<file path="src/rtl/pipe_sched_if.sv">
// Bundles the game-side inputs and the pipe scheduler outputs. The testbench or
// top level drives the master side; pipe_sched sits on the slave side.
interface pipe_sched_if;
    logic        i_animate;
    logic        i_flap;
    logic [11:0] i_bird_x1;
    logic [11:0] i_bird_x2;
    logic [11:0] i_bird_y1;
    logic [11:0] i_bird_y2;

    logic [1:0]  o_state;
    logic [11:0] o_pipe_x1 [3];
    logic [11:0] o_pipe_x2 [3];
    logic [11:0] o_gap_y1  [3];
    logic [11:0] o_gap_y2  [3];
    logic        o_pipe_vis;
    logic        o_bird_en;
    logic        o_bird_hold;
    logic [7:0]  o_score;
    logic        o_hit;

    modport master (
        output i_animate, i_flap, i_bird_x1, i_bird_x2, i_bird_y1, i_bird_y2,
        input  o_state, o_pipe_x1, o_pipe_x2, o_gap_y1, o_gap_y2,
        input  o_pipe_vis, o_bird_en, o_bird_hold, o_score, o_hit
    );

    modport slave (
        input  i_animate, i_flap, i_bird_x1, i_bird_x2, i_bird_y1, i_bird_y2,
        output o_state, o_pipe_x1, o_pipe_x2, o_gap_y1, o_gap_y2,
        output o_pipe_vis, o_bird_en, o_bird_hold, o_score, o_hit
    );
endinterface

</file>
<file path="src/rtl/pipe_sched.sv">
// pipe_sched: game state machine plus three scrolling pipe columns with random
// gap heights, scoring and collision detection. On the IDLE->PLAY transition all
// three gaps come from one LFSR sample, offset by k*37 (mod 256) for pipe k.
module pipe_sched #(
    parameter int PIPE_W      = 40,
    parameter int GAP_H       = 120,
    parameter int GAP_MIN     = 60,
    parameter int SPACING     = 220,
    parameter int SCROLL      = 2,
    parameter int SCREEN_W    = 640,
    parameter int FLOOR_Y     = 465,
    parameter int DEAD_FRAMES = 60
) (
    input  logic        i_clk,
    input  logic        i_rst_n,
    pipe_sched_if.slave bus
);

    typedef enum logic [1:0] {
        IDLE = 2'b00,
        PLAY = 2'b01,
        DEAD = 2'b10,
        OVER = 2'b11
    } state_t;

    localparam int               CNT_W     = $clog2(DEAD_FRAMES + 1);
    localparam logic [11:0]      PIPE_W_V  = 12'(PIPE_W);
    localparam logic [11:0]      SCROLL_V  = 12'(SCROLL);
    localparam logic [11:0]      WRAP_V    = 12'(3 * SPACING - SCROLL);
    localparam logic [11:0]      GAP_MIN_V = 12'(GAP_MIN);
    localparam logic [11:0]      GAP_H_V   = 12'(GAP_H);
    localparam logic [11:0]      FLOOR_V   = 12'(FLOOR_Y);
    localparam logic [CNT_W-1:0] DEAD_LAST = CNT_W'(DEAD_FRAMES - 1);

    state_t           state;
    state_t           state_next;
    logic             sync_q1;
    logic             sync_q2;
    logic [7:0]       lfsr;
    logic [11:0]      x2          [3];
    logic [11:0]      x1          [3];
    logic [11:0]      gap_y1      [3];
    logic [11:0]      gap_y2      [3];
    logic [11:0]      x2_scrolled [3];
    logic [2:0]       respawn;
    logic [2:0]       crossed;
    logic [8:0]       score_sum;
    logic [7:0]       score_sat;
    logic [7:0]       score;
    logic [CNT_W-1:0] dead_cnt;
    logic             hit_any;
    logic             hit;
    logic             hit_q;
    logic             pipe_vis;
    logic             bird_en;
    logic             bird_hold;

    // Reset release is re-timed through two flops; nothing moves until sync_q2 is high.
    always_ff @(posedge i_clk or negedge i_rst_n) begin
        if (!i_rst_n) begin
            sync_q1 <= 1'b0;
            sync_q2 <= 1'b0;
        end else begin
            sync_q1 <= 1'b1;
            sync_q2 <= sync_q1;
        end
    end

    // Free-running 8-bit Fibonacci LFSR (x^8+x^6+x^5+x^4+1), seeded non-zero so it never locks.
    always_ff @(posedge i_clk or negedge i_rst_n) begin
        if (!i_rst_n) begin
            lfsr <= 8'hA5;
        end else if (sync_q2) begin
            lfsr <= {lfsr[6:0], lfsr[7] ^ lfsr[5] ^ lfsr[4] ^ lfsr[3]};
        end
    end

    // Left edges clamp at zero while a column slides off the left side of the screen.
    always_comb begin
        for (int k = 0; k < 3; k++) begin
            x1[k] = (x2[k] >= PIPE_W_V) ? x2[k] - PIPE_W_V : 12'd0;
        end
    end

    // Candidate scroll positions, crossings past the bird, saturating score and collision test.
    always_comb begin
        hit_any   = (bus.i_bird_y2 >= FLOOR_V);
        score_sum = {1'b0, score};
        respawn   = 3'b000;
        crossed   = 3'b000;
        for (int k = 0; k < 3; k++) begin
            respawn[k]     = (x2[k] <= SCROLL_V);
            x2_scrolled[k] = respawn[k] ? x2[k] + WRAP_V : x2[k] - SCROLL_V;
            crossed[k]     = (x2[k] >= bus.i_bird_x1) && (x2_scrolled[k] < bus.i_bird_x1);
            score_sum      = score_sum + {8'd0, crossed[k]};
            if ((bus.i_bird_x2 > x1[k]) && (bus.i_bird_x1 < x2[k]) &&
                ((bus.i_bird_y1 < gap_y1[k]) || (bus.i_bird_y2 > gap_y2[k]))) begin
                hit_any = 1'b1;
            end
        end
        score_sat = score_sum[8] ? 8'd255 : score_sum[7:0];
        hit       = (state == PLAY) && hit_any;
    end

    // Next-state logic for the game phases.
    always_comb begin
        state_next = state;
        if (sync_q2) begin
            case (state)
                IDLE: if (bus.i_flap) state_next = PLAY;
                PLAY: if (hit) state_next = DEAD;
                DEAD: if (bus.i_animate && (dead_cnt == DEAD_LAST)) state_next = OVER;
                OVER: if (bus.i_flap) state_next = IDLE;
                default: state_next = IDLE;
            endcase
        end
    end

    // State register plus the per-phase enables, registered from the upcoming state.
    always_ff @(posedge i_clk or negedge i_rst_n) begin
        if (!i_rst_n) begin
            state     <= IDLE;
            pipe_vis  <= 1'b0;
            bird_en   <= 1'b0;
            bird_hold <= 1'b1;
        end else begin
            state     <= state_next;
            pipe_vis  <= (state_next != IDLE);
            bird_en   <= (state_next == PLAY);
            bird_hold <= (state_next == IDLE);
        end
    end

    // Pipe positions, gaps, score, death counter and the hit pulse.
    always_ff @(posedge i_clk or negedge i_rst_n) begin
        if (!i_rst_n) begin
            for (int k = 0; k < 3; k++) begin
                x2[k]     <= 12'(SCREEN_W + k * SPACING);
                gap_y1[k] <= GAP_MIN_V;
                gap_y2[k] <= GAP_MIN_V + GAP_H_V;
            end
            score    <= 8'd0;
            dead_cnt <= '0;
            hit_q    <= 1'b0;
        end else begin
            hit_q <= 1'b0;
            if (sync_q2) begin
                case (state)
                    IDLE: begin
                        if (bus.i_flap) begin
                            for (int k = 0; k < 3; k++) begin
                                x2[k]     <= 12'(SCREEN_W + k * SPACING);
                                gap_y1[k] <= GAP_MIN_V + {4'd0, 8'(lfsr + 8'(k * 37))};
                                gap_y2[k] <= GAP_MIN_V + GAP_H_V + {4'd0, 8'(lfsr + 8'(k * 37))};
                            end
                            score <= 8'd0;
                        end
                    end
                    PLAY: begin
                        if (hit) begin
                            hit_q    <= 1'b1;
                            dead_cnt <= '0;
                        end else if (bus.i_animate) begin
                            for (int k = 0; k < 3; k++) begin
                                x2[k] <= x2_scrolled[k];
                                if (respawn[k]) begin
                                    gap_y1[k] <= GAP_MIN_V + {4'd0, lfsr};
                                    gap_y2[k] <= GAP_MIN_V + GAP_H_V + {4'd0, lfsr};
                                end
                            end
                            score <= score_sat;
                        end
                    end
                    DEAD: begin
                        if (bus.i_animate) dead_cnt <= dead_cnt + 1'b1;
                    end
                    default: ;
                endcase
            end
        end
    end

    assign bus.o_state     = state;
    assign bus.o_pipe_vis  = pipe_vis;
    assign bus.o_bird_en   = bird_en;
    assign bus.o_bird_hold = bird_hold;
    assign bus.o_score     = score;
    assign bus.o_hit       = hit_q;

    for (genvar k = 0; k < 3; k++) begin : g_out
        assign bus.o_pipe_x1[k] = x1[k];
        assign bus.o_pipe_x2[k] = x2[k];
        assign bus.o_gap_y1[k]  = gap_y1[k];
        assign bus.o_gap_y2[k]  = gap_y2[k];
    end

endmodule

</file>
<file path="src/flat_wrapper.sv">
// flat-port wrapper written by rule: the top's interface ports become plain ports
module pipe_sched_flat 
#(
    parameter int PIPE_W      = 40,
    parameter int GAP_H       = 120,
    parameter int GAP_MIN     = 60,
    parameter int SPACING     = 220,
    parameter int SCROLL      = 2,
    parameter int SCREEN_W    = 640,
    parameter int FLOOR_Y     = 465,
    parameter int DEAD_FRAMES = 60
)
  (i_clk, i_rst_n, bus_i_animate, bus_i_flap, bus_i_bird_x1, bus_i_bird_x2, bus_i_bird_y1, bus_i_bird_y2, bus_o_state, bus_o_pipe_x1, bus_o_pipe_x2, bus_o_gap_y1, bus_o_gap_y2, bus_o_pipe_vis, bus_o_bird_en, bus_o_bird_hold, bus_o_score, bus_o_hit);
  pipe_sched_if bus_i ();
  input  logic i_clk;
  input  logic i_rst_n;
  input wire logic [$bits(bus_i.i_animate)-1:0] bus_i_animate;
  input wire logic [$bits(bus_i.i_flap)-1:0] bus_i_flap;
  input wire logic [$bits(bus_i.i_bird_x1)-1:0] bus_i_bird_x1;
  input wire logic [$bits(bus_i.i_bird_x2)-1:0] bus_i_bird_x2;
  input wire logic [$bits(bus_i.i_bird_y1)-1:0] bus_i_bird_y1;
  input wire logic [$bits(bus_i.i_bird_y2)-1:0] bus_i_bird_y2;
  output wire logic [$bits(bus_i.o_state)-1:0] bus_o_state;
  output wire logic [$bits(bus_i.o_pipe_x1)-1:0] bus_o_pipe_x1;
  output wire logic [$bits(bus_i.o_pipe_x2)-1:0] bus_o_pipe_x2;
  output wire logic [$bits(bus_i.o_gap_y1)-1:0] bus_o_gap_y1;
  output wire logic [$bits(bus_i.o_gap_y2)-1:0] bus_o_gap_y2;
  output wire logic [$bits(bus_i.o_pipe_vis)-1:0] bus_o_pipe_vis;
  output wire logic [$bits(bus_i.o_bird_en)-1:0] bus_o_bird_en;
  output wire logic [$bits(bus_i.o_bird_hold)-1:0] bus_o_bird_hold;
  output wire logic [$bits(bus_i.o_score)-1:0] bus_o_score;
  output wire logic [$bits(bus_i.o_hit)-1:0] bus_o_hit;
  assign bus_i.i_animate = bus_i_animate;
  assign bus_i.i_flap = bus_i_flap;
  assign bus_i.i_bird_x1 = bus_i_bird_x1;
  assign bus_i.i_bird_x2 = bus_i_bird_x2;
  assign bus_i.i_bird_y1 = bus_i_bird_y1;
  assign bus_i.i_bird_y2 = bus_i_bird_y2;
  assign bus_o_state = bus_i.o_state;
  assign bus_o_pipe_x1 = {>>{bus_i.o_pipe_x1}};
  assign bus_o_pipe_x2 = {>>{bus_i.o_pipe_x2}};
  assign bus_o_gap_y1 = {>>{bus_i.o_gap_y1}};
  assign bus_o_gap_y2 = {>>{bus_i.o_gap_y2}};
  assign bus_o_pipe_vis = bus_i.o_pipe_vis;
  assign bus_o_bird_en = bus_i.o_bird_en;
  assign bus_o_bird_hold = bus_i.o_bird_hold;
  assign bus_o_score = bus_i.o_score;
  assign bus_o_hit = bus_i.o_hit;
  pipe_sched #(.PIPE_W(PIPE_W), .GAP_H(GAP_H), .GAP_MIN(GAP_MIN), .SPACING(SPACING), .SCROLL(SCROLL), .SCREEN_W(SCREEN_W), .FLOOR_Y(FLOOR_Y), .DEAD_FRAMES(DEAD_FRAMES)) u_core (.i_clk(i_clk), .i_rst_n(i_rst_n), .bus(bus_i));
endmodule
</file>
<file path="config.mk">
export PLATFORM = sky130hd
export DESIGN_NAME = pipe_sched_flat
export DESIGN_NICKNAME = d
export VERILOG_FILES = /design/src/rtl/pipe_sched_if.sv /design/src/rtl/pipe_sched.sv /design/src/flat_wrapper.sv
export SDC_FILE = /design/constraint.sdc
export NUM_CORES = 1
export LEC_CHECK = 0
export CORE_ASPECT_RATIO = 1.2
export CORE_MARGIN = 2
export CORE_UTILIZATION = 45
export CTS_CLUSTER_DIAMETER = 30
export DETAILED_ROUTE_END_ITERATION = 16
export PLACE_DENSITY = 0.71
export SYNTH_ARGS = -nofsm -noshare
export SYNTH_HDL_FRONTEND = slang
export SYNTH_SLANG_ARGS = --single-unit
</file>
<file path="constraint.sdc">
create_clock -name i_clk -period 10.8 [get_ports i_clk]
set_clock_uncertainty 0.15 [all_clocks]
set_input_delay 1.62 -clock i_clk [delete_from_list [all_inputs] [get_ports i_clk]]
set_output_delay 1.62 -clock i_clk [all_outputs]
set_load 0.05 [all_outputs]
</file>
==> run_results.csv <==
group,metric,value,unit
global_route,grt_usage,26.2,%
timing,setup_viol,0,
yosys,synthDominantCellAreaShare,20.5,%
power_and_ir_drop,power_leakage,6.17,nW
clock_network,clk_latency,0.36,ns
final_layout,fin_nets,1681,
yosys,synth_enable_flop_cells,0,
yosys,synthTopCellsByArea,"ha_1 20%, dfrtp_1 16%, dfstp_2 8.9%",
global_route,grt_pass1_vias,10100,
timing,drv_slew,0,
clock_network,clk_pin_slew,0.08,ns
detailed_routing,vias_per_cell,5.82,
die,rows,63,
detailed_routing,drc,0,
clock_network,ctsResizeCount,0,
setup_path,path_class,"reg2reg",
clock_network,htreeDepth,3,
timing,period_share,52.3,%
detailed_routing,drtPass1Iterations,5,
timing,period_minus_slack,5.65,ns
final_layout,area_delta_synth_final,19.4,%
timing,rsz0062_at_grt,"false",
clock_network,cts_tree,"built",
placed_design,portBuffers,185,
final_layout,drive_gt1_share,7.73,%
global_route,grt_pass1_wl,54300,um
detailed_routing,drt_iter0_markers,716,
placed_design,place.gp.congestion,0.993,
yosys,synthDistinctLibCells,79,
yosys,postSynthAreaPerCell,8.55,um2
clock_network,cts_buffers,9,
timing,tightest_slew,1.02,ns
setup_path,end_kind,"flop",
yosys,yosys_most_used_dff,"dfrtp_1",
setup_path,r2r_slack,5.15,ns
timing,max_freq,177,MHz
global_route,grt-ovfl-total,0,
detailed_routing,ant_nets,0,
clock_network,cts_num_sinks,108,
yosys,synthCells,1308,
detailed_routing,vias,10300,
die,fp.dieH,177,um
yosys,ys_seq_area_share,24.6,%
power_and_ir_drop,powerDensity,254,nW/um2
setup_path,crit_arrival,5.74,ns
timing,fin_tns_setup,0,ns
timing,fin_hold_ws,0.199,ns
yosys,ys_ff_latch,108,
clock_network,cts_setup_buffers,0,
final_layout,nFillCells,2305,
power_and_ir_drop,p_total,3.39,mW
detailed_routing,routedWlPerCell,19.4,um
die,core_area,24600,um2
die,dieWidth,148,um
hold_path,hp-class,"reg2reg",
die,die_area,26100,um2
die,start_util,45.5,%
setup_path,cp.required,10.90,ns
clock_network,root_buffer,"clkbuf_16",
global_route,grt_max_degree,75,
clock_network,hold_buffers,0,
yosys,async_reset_ff_share,100,%
setup_path,cp-start-kind,"flop",
timing,relSlewSlack,31.0,%
timing,final_hold_viol_count,0,
yosys,synth_top_area_cell,"ha_1",
yosys,ys_warn_count,0,
yosys,netlist_area,11200,um2
run,cap_violations,0,
die,io_pins,210,
clock_network,cts_max_path_buffers,2,
global_route,antenna_found_initial,0,
placed_design,dp_hpwl,26600,um
final_layout,antenna_cells,0,
detailed_routing,wl,34400,um
status,status,"complete, no violations",
power_and_ir_drop,ir_worst_vdd,0.000240,V
setup_path,critical_path_peak_fanout,11,
==> through the flow <==
step	instance area, um2	instances	utilization, %	setup slack [ns]
floorplan	11300	1334	-	5.56
global placement	13000	1758	53.0	4.86
detailed placement	13000	1758	53.0	4.84
CTS	13300	1774	54.3	5.20
global route	13300	1774	54.3	4.77
finish	13300	1774	54.3	5.15
==> logic make-up after synthesis <==
kind of cell	after synthesis	synth area share (%)
AOI/OAI and AO/OA	324	19.8
muxes	29	2.90
other	2	0.0672
DFF	108	24.6
buffers and inverters	213	8.99
adders and majority gates	185	20.8
xor gates and xnor gates	83	6.50
and+or+nand+nor	364	16.3
==> flip-flops by register name (all words and copies together), names as in the netlist, 2 cells and up <==
name	cells
u_core.bus.o_gap_y1	18
u_core.bus.o_gap_y2	27
u_core.bus.o_pipe_x2	33
u_core.bus.o_score	8
u_core.bus.o_state	2
u_core.dead_cnt	6
u_core.lfsr	8
==> worst max-delay path, cell delays in order, from the launching register on <==
cell and delay [ns]:
dfstp_2 0.64, inv_1 0.12, ha_1 0.27, nand2_1 0.07, nor3_1 0.04, a22o_1 0.30
nand2_1 0.41, mux2i_1 0.28, xnor2_1 0.17, ha_1 0.27, o21a_1 0.11, o21a_1 0.16
o21a_1 0.15, o21ai_0 0.16, a221o_1 0.17, and3_1 0.22, fa_1 0.46, ha_1 0.24
fa_1 0.42, nand2_1 0.13, nor3_1 0.11, o41a_1 0.33, a2bb2oi_1 0.14
==> power by group <==
part,switching [mW],internal [mW]
combinational,1.41,0.839
sequential,0.222,0.568
clock,0.164,0.186
==> placed cells by master, fill, tap and decap left out, drive strengths merged, types with 15 or more instances in the layout <==
cell / count
a21o: 30
a21oi: 84
clkdlybuf4s50: 184
conb: 28
dfrtp: 70
dfstp: 38
ha: 183
inv: 120
mux2: 15
nand2: 89
nand3: 47
nand4: 21
nor2: 76
nor2b: 20
nor3: 34
o21ai: 59
o22ai: 25
or2: 15
xnor2: 51
xor2: 32
==> per-layer routing <==
layer	vias to the layer above	GRT usage, %	routed length, um
li1	4859	-	-
met1	4949	33.0	14400
met2	430	44.7	16500
met3	89	3.84	2140
met4	0	11.5	1380
met5	-	0	0
==> area by class of cell <==
cell class | instances | area (um2) | area share, %
Sequential cell | 108 | 2750 | 20.6
Inverter | 120 | 450 | 3.37
Multi-Input combinational cell | 1013 | 7530 | 56.5
Timing Repair Buffer | 192 | 1900 | 14.2
Tap cell | 325 | 407 | 3.05
Clock buffer | 10 | 239 | 1.79
Clock inverter | 6 | 63.8 | 0.478
==> synthesized netlist by cell type (all sizes together) (6+ instances only) <==
cell type  count
a2bb2oi       13
o22ai         25
nor2b         20
a21oi         84
and3          12
nor4           7
xnor2         51
nand3         47
nor3          34
clkbuf        33
o21ai         59
inv          120
a211o          7
dfstp         38
o21bai         7
nand2         89
and4           6
a31oi          8
nand4         21
xor2          32
or3           12
buf           60
dfrtp         70
or2           15
o21a          14
ha           183
a22oi          6
mux2          15
a21o          30
o22a           8
nand2b        13
a211oi         9
mux2i         14
o211ai         8
nor2          76
==> worst paths after layout <==
| check | start | to | cells past startpoint |
|---|---|---|---|
| setup / recovery | u_core.bus.o_pipe_x2[15] | u_core.bus.o_score[5] | 22 |
| hold / removal | u_core.sync_q1 | u_core.sync_q2 | 0 |
| setup reg to reg | u_core.bus.o_pipe_x2[15] | u_core.bus.o_score[5] | 22 |
| hold reg to reg | u_core.sync_q1 | u_core.sync_q2 | 0 |
| max in group asynchronous | i_rst_n | u_core.bus.o_pipe_x2[1] | 2 |
| min in group asynchronous | i_rst_n | u_core.bus.o_gap_y2[27] | 1 |
Note: power is estimated with default switching activity, not from simulation.
